## src/rtl/parking_pkg.sv

```systemverilog
// Shared types and defaults for the parking-lot controller.
// Holds the gate FSM encoding, default lot constants and helper functions.
package parking_pkg;

    typedef enum logic {
        ST_IDLE = 1'b0,
        ST_OPEN = 1'b1
    } gate_st_e;

    // Width of a counter that must reach n-1; never narrower than 1 bit.
    function automatic int hold_w(input int n);
        return (n < 2) ? 1 : $clog2(n);
    endfunction

    // Night wraps through midnight: [start, HOURS) plus [0, end).
    function automatic logic is_night(input logic [5:0] t,
                                      input int        s,
                                      input int        e);
        return (t >= 6'(s)) || (t < 6'(e));
    endfunction

    localparam int DEF_CAPACITY    = 8;
    localparam int DEF_HOURS       = 24;
    localparam int DEF_NIGHT_START = 23;
    localparam int DEF_NIGHT_END   = 6;
    localparam int DEF_GATE_HOLD   = 100_000_000;
    localparam int HOLD_W          = hold_w(DEF_GATE_HOLD);

endpackage

```

## src/rtl/parking_edge_detect.sv

```systemverilog
// Rising-edge detector: one history flop plus an AND.
// Ports: clk, rst (async active-low), d (level in), rise (1-clk pulse out).
module edge_detect (
    input  logic clk,
    input  logic rst,
    input  logic d,
    output logic rise
);

    logic d_q;

    always_ff @(posedge clk or negedge rst) begin
        if (!rst) d_q <= 1'b0;
        else      d_q <= d;
    end

    assign rise = d & ~d_q;

endmodule

```

## src/rtl/parking_ctrl.sv

```systemverilog
// Parking-lot core: hour counter, free-space counter and barrier gate FSM.
// In: clk, rst (async low), power, hour_tick, enter_btn, exit_btn.
// Out: car, time_cnt, night, full, gate_open, reject (1-clk pulse).
module parking_ctrl
    import parking_pkg::*;
#(
    parameter int CAPACITY    = DEF_CAPACITY,
    parameter int HOURS       = DEF_HOURS,
    parameter int NIGHT_START = DEF_NIGHT_START,
    parameter int NIGHT_END   = DEF_NIGHT_END,
    parameter int GATE_HOLD   = DEF_GATE_HOLD
) (
    input  logic       clk,
    input  logic       rst,
    input  logic       power,
    input  logic       hour_tick,
    input  logic       enter_btn,
    input  logic       exit_btn,
    output logic [3:0] car,
    output logic [5:0] time_cnt,
    output logic       night,
    output logic       full,
    output logic       gate_open,
    output logic       reject
);

    localparam int              HW       = hold_w(GATE_HOLD);
    localparam logic [3:0]      CAP      = 4'(CAPACITY);
    localparam logic [5:0]      LAST_HR  = 6'(HOURS - 1);
    localparam logic [HW-1:0]   LAST_CNT = HW'(GATE_HOLD - 1);

    gate_st_e      state_q, state_d;
    logic [3:0]    car_q,   car_d;
    logic [5:0]    time_q,  time_d;
    logic [HW-1:0] cnt_q,   cnt_d;
    logic          night_q, night_d;
    logic          full_q,  full_d;
    logic          rej_q,   rej_d;
    logic          enter_rise;
    logic          exit_rise;

    // History flops keep sampling while power is off, so a button held
    // across power-up does not register as a fresh request.
    edge_detect u_enter (
        .clk  (clk),
        .rst  (rst),
        .d    (enter_btn),
        .rise (enter_rise)
    );

    edge_detect u_exit (
        .clk  (clk),
        .rst  (rst),
        .d    (exit_btn),
        .rise (exit_rise)
    );

    always_ff @(posedge clk or negedge rst) begin
        if (!rst) begin
            state_q <= ST_IDLE;
            car_q   <= CAP;
            time_q  <= '0;
            cnt_q   <= '0;
            night_q <= 1'b1;
            full_q  <= 1'b0;
            rej_q   <= 1'b0;
        end else begin
            state_q <= state_d;
            car_q   <= car_d;
            time_q  <= time_d;
            cnt_q   <= cnt_d;
            night_q <= night_d;
            full_q  <= full_d;
            rej_q   <= rej_d;
        end
    end

    always_comb begin
        state_d = state_q;
        car_d   = car_q;
        time_d  = time_q;
        cnt_d   = cnt_q;
        rej_d   = 1'b0;

        if (power && hour_tick) begin
            time_d = (time_q == LAST_HR) ? '0 : time_q + 6'd1;
        end

        if (!power) begin
            state_d = ST_IDLE;
            cnt_d   = '0;
        end else begin
            unique case (state_q)
                ST_IDLE: begin
                    // Exit has priority; a coincident enter edge is dropped.
                    // Policy uses night_q, i.e. the hour before this edge.
                    if (exit_rise) begin
                        if (car_q < CAP) begin
                            car_d   = car_q + 4'd1;
                            cnt_d   = '0;
                            state_d = ST_OPEN;
                        end
                    end else if (enter_rise) begin
                        if (!night_q && car_q != 4'd0) begin
                            car_d   = car_q - 4'd1;
                            cnt_d   = '0;
                            state_d = ST_OPEN;
                        end else begin
                            rej_d = 1'b1;
                        end
                    end
                end
                ST_OPEN: begin
                    if (cnt_q == LAST_CNT) begin
                        cnt_d   = '0;
                        state_d = ST_IDLE;
                    end else begin
                        cnt_d = cnt_q + HW'(1);
                    end
                end
            endcase
        end

        // Flags follow the values being loaded this cycle: no extra lag.
        night_d = is_night(time_d, NIGHT_START, NIGHT_END);
        full_d  = (car_d == 4'd0);
    end

    always_comb begin
        car       = car_q;
        time_cnt  = time_q;
        night     = night_q;
        full      = full_q;
        gate_open = (state_q == ST_OPEN);
        reject    = rej_q;
    end

endmodule

```

## config.mk

```make
export PLATFORM = sky130hd
export DESIGN_NAME = parking_ctrl
export DESIGN_NICKNAME = d
export VERILOG_FILES = /design/src/rtl/parking_pkg.sv /design/src/rtl/parking_edge_detect.sv /design/src/rtl/parking_ctrl.sv
export SDC_FILE = /design/constraint.sdc
export NUM_CORES = 1
export LEC_CHECK = 0
export ABC_AREA = 1
export BUFFER_PORTS_ARGS = -buffer_cell sky130_fd_sc_hd__buf_2
export CORE_MARGIN = 4
export CORE_UTILIZATION = 55
export CTS_BUF_LIST = sky130_fd_sc_hd__clkbuf_4 sky130_fd_sc_hd__clkbuf_8 sky130_fd_sc_hd__clkbuf_16
export CTS_CLUSTER_DIAMETER = 150
export DETAILED_ROUTE_END_ITERATION = 10
export PLACE_DENSITY = 0.74
export SYNTH_ARGS = -nofsm -noshare
export SYNTH_HDL_FRONTEND = slang
export SYNTH_HIERARCHICAL = 1
export SYNTH_SLANG_ARGS = --single-unit
export TNS_END_PERCENT = 1
```

## constraint.sdc

```tcl
create_clock -name clk -period 2 [get_ports clk]
set_clock_uncertainty 0.1 [all_clocks]
set_input_delay 0.2 -clock clk [delete_from_list [all_inputs] [get_ports clk]]
set_output_delay 0.2 -clock clk [all_outputs]
set_load 0.01 [all_outputs]
```

==> impl_results.md <==
- Reg2reg end: cnt_q[8]$_DFFE_PN0P_
- GP Congestion: between 0.9 and 1
- Finished Cell Area: between 0.003 and 0.004 sq mm
- Reported max-cap violation count: 0
- RSZ-0062 raised after global routing: no
- Worst Setup Path Type: flip-flop to flip-flop
- Final antenna-violating net count: 0
- Vias per cell: 5.37
- Synth top area share: 34.9%
- Largest delay share family, worst path: simple AND/OR/NAND/NOR gates
- I/O Buffers: 19
- FP Rows: 26
- Number of fill cells: 508
- Number of global-route vias before repair: 2,813
- Cell leakage power: 1.62 nW
- Core Util, Final: 64.4%
- Most frequent cell after synthesis: nand2_1
- Clk_lat worst skew: around 0.31 ns
- Commonest register cell after synthesis: dfrtp_1
- CTS clk-pin slew, worst paths: 0.09 ns
- N_diodes: 0
- Final #Nets: approximately 480
- Reg-to-reg startpoint: car[1]$_DFF_PN0_
- Slew Limit Fails: 0
- Gr usage total: 25.1%
- GRT overflow: 0
- Hold Path Class: primary input to flip-flop
- WL/cell: 13.9 um
- Final setup vio count: 0
- Critical Path RT: 2.10 ns
- Fin cells: ~540
- Outcome: finished clean
- CP Launch Type: flip-flop
- Most frequent cells after synthesis: nand2_1, inv_1, nor2_1
- Area leader, netlist: dfrtp_1
- VDD IR max: 0.700 mV
- Die height: between 80 and 90 um
- First-pass GRT wire length: 12,700 um
- Worst hold start: hour_tick
- CP dominant cell by count: nand2_1
- Setup Buffers After CTS: 0
- Slowest stage cell on the critical path: dfrtp_1
- I/O Pins: 20
- Rel. slew slack: ~65%
- Die area: roughly 0.0066 sq mm
- Ys async rst share: 100%
- # DRC: 0
- First-pass DRT Iterations: 4
- Layout cells sized above 1: between 10% and 20%
- DRT iter0 DRCs: about 200
- Synthesized flop and latch total: 43
- DP Area: roughly 0.0031 sq mm
- Pwr Density: 871 mW/mm^2
- Hold Crit Endpoint: time_cnt[0]$_DFF_PN0_
- YS warnings: 6
- Starting Density: between 50% and 60%
- Placed Cells: 525
- Synthesized area: 0.00294 sq mm
- Syn Area/Cell: 6.73 sq um
- Final hold vios: 0
- Slowest stage delay, CP: 0.41 ns
- Die Span X: 81.1 um
- EDFF count, synth: 0
- Synth unique cells: 33
- Number of CTS-inserted buffers: 5
- Worst path buffer plus inverter count: 1
- Hold_ws: 0.184 ns
- Worst R2R Path Depth: 10
- Post-Route WL: 7440 um
- Reg2Reg Setup Slack: 0.16 ns
- H-Tree Level Count: 2
- Synthesis-to-layout area growth: 12.5%
- Critical Path Sink Type: flip-flop
- Fin crit share: 92.0%
- Fin Setup TNS: 0 ns
- Final min period: about 1.8 ns
- CP Max Fanout: 18
- CP Data Arrival Time: around 2.0 ns
- Cell count after synthesis: 437
- Clk buf depth: 2
- Antenna violations before repair: 0
- Largest net degree at the start of global routing: 23
- CTS tree: yes
- Fmax: 0.543 GHz
- Dpl hpwl: between 5000 and 6000 um
- Crit path cell chain: inv_1 -> ha_1 -> nand2_1 -> nand3_1 -> nand2_2 -> nand2_2 -> nand2_4 -> nand2_1 -> nand2_1 -> nor2_1
- Num Clock Sinks: 43
- Synth top area cells: dfrtp_1, nand2_1, inv_1, nor2_1, nand3_1
- Core ar.: 0.00514 sq mm
- Post-synthesis sequential area ratio: 36.7%
- Synthesized Nets: 447
- Via count: 2,879
- CTS root buf: clkbuf_8
- Worst Max-Slew Pin Slew: between 0.5 and 0.6 ns
- Worst Hold Path Cells: 4
through the flow:
step	power, mW	setup slack [ns]
2_1_floorplan	1.73	0.379
3_3_place_gp	2.04	0.214
3_5_place_dp	2.06	0.131
4_1_cts	2.89	0.0613
5_1_grt	3.08	0.00188
6_report	2.88	0.159
cells in the final DEF (no fill, tap or decap), types with 5 or more instances in the layout:
| master | n |
|---|---|
| o21ai_1 | 10 |
| nor2_1 | 54 |
| nand2_2 | 7 |
| buf_2 | 19 |
| clkbuf_8 | 5 |
| inv_1 | 61 |
| xor2_1 | 5 |
| nand3_1 | 37 |
| nand4_1 | 26 |
| o21ai_0 | 9 |
| a21oi_1 | 5 |
| nor2_2 | 10 |
| nand2_1 | 135 |
| dfrtp_1 | 41 |
cell type report:
cell class	instances	area (sq um)	area share, %
clock buffer	5	68.8	2.08
clock inverter	3	67.6	2.04
inverter	64	240	7.26
timing repair buffer	27	175	5.30
multi-input combinational	324	1590	48.1
sequential	43	1080	32.6
tap	70	87.6	2.65
sequential cells by signal, summed over array words and instances, names as in the netlist:
register,flops
cnt_q,27
full,1
car,4
reject,1
gate_open,1
u_exit/d_q,1
time_cnt,6
night,1
u_enter/d_q,1
worst min-delay path, cell delays in order:
cell,delay (ns)
buf_2,0.08
nand2_2,0.07
xor2_1,0.13
nor2_1,0.08
report_power, final:
part | switching (mW) | internal, mW
Sequential | 0.129 | 1.01
Clock | 0.325 | 0.498
Combinational | 0.600 | 0.317
Total | 1.05 | 1.83
how the worst max path moves through the flow:
stage / startpoint / endpoint / slack [ns] / cells after the start
5_1_grt: exit_btn / cnt_q[20]$_DFFE_PN0P_ / 0.002 / 11
4_1_cts: exit_btn / cnt_q[5]$_DFFE_PN0P_ / 0.06 / 9
3_3_place_gp: car[1]$_DFF_PN0_ / cnt_q[15]$_DFFE_PN0P_ / 0.21 / 8
3_5_place_dp: car[1]$_DFF_PN0_ / cnt_q[5]$_DFFE_PN0P_ / 0.13 / 8
2_1_floorplan: car[0]$_DFF_PN0_ / cnt_q[24]$_DFFE_PN0P_ / 0.38 / 11
6_report: car[1]$_DFF_PN0_ / cnt_q[8]$_DFFE_PN0P_ / 0.16 / 10
metal layers:
metal / global-route usage [%] / part of all wire (%) / vias up
met4: 12.2 / 3.2 / 0
met2: 42.4 / 48 / 80
li1: - / - / 1449
met1: 30.7 / 43 / 1328
met3: 4.88 / 5.2 / 22
met5: 0 / 0 / -
timing repair:
item                                    CTS  global route
gates resized for setup                   0             2
endpoints found under the setup margin    0             7
hold endpoints to repair                 22             0
hold buffers                              3             0
logic make-up (layout without fill, tap and decap cells):
kind of cell | after synthesis | after routing | share of synthesized area, %
AND/OR/NAND/NOR | 286 | 286 | 45.2
adder cells (fa/ha/maj) | 4 | 4 | 1.70
flip-flops | 43 | 43 | 36.7
XOR/XNOR | 6 | 6 | 1.79
AO/OA/AOI/OAI | 28 | 28 | 5.15
buffers and inverters | 70 | 99 | 9.53
No activity file was read; power rests on OpenSTA's default activity.
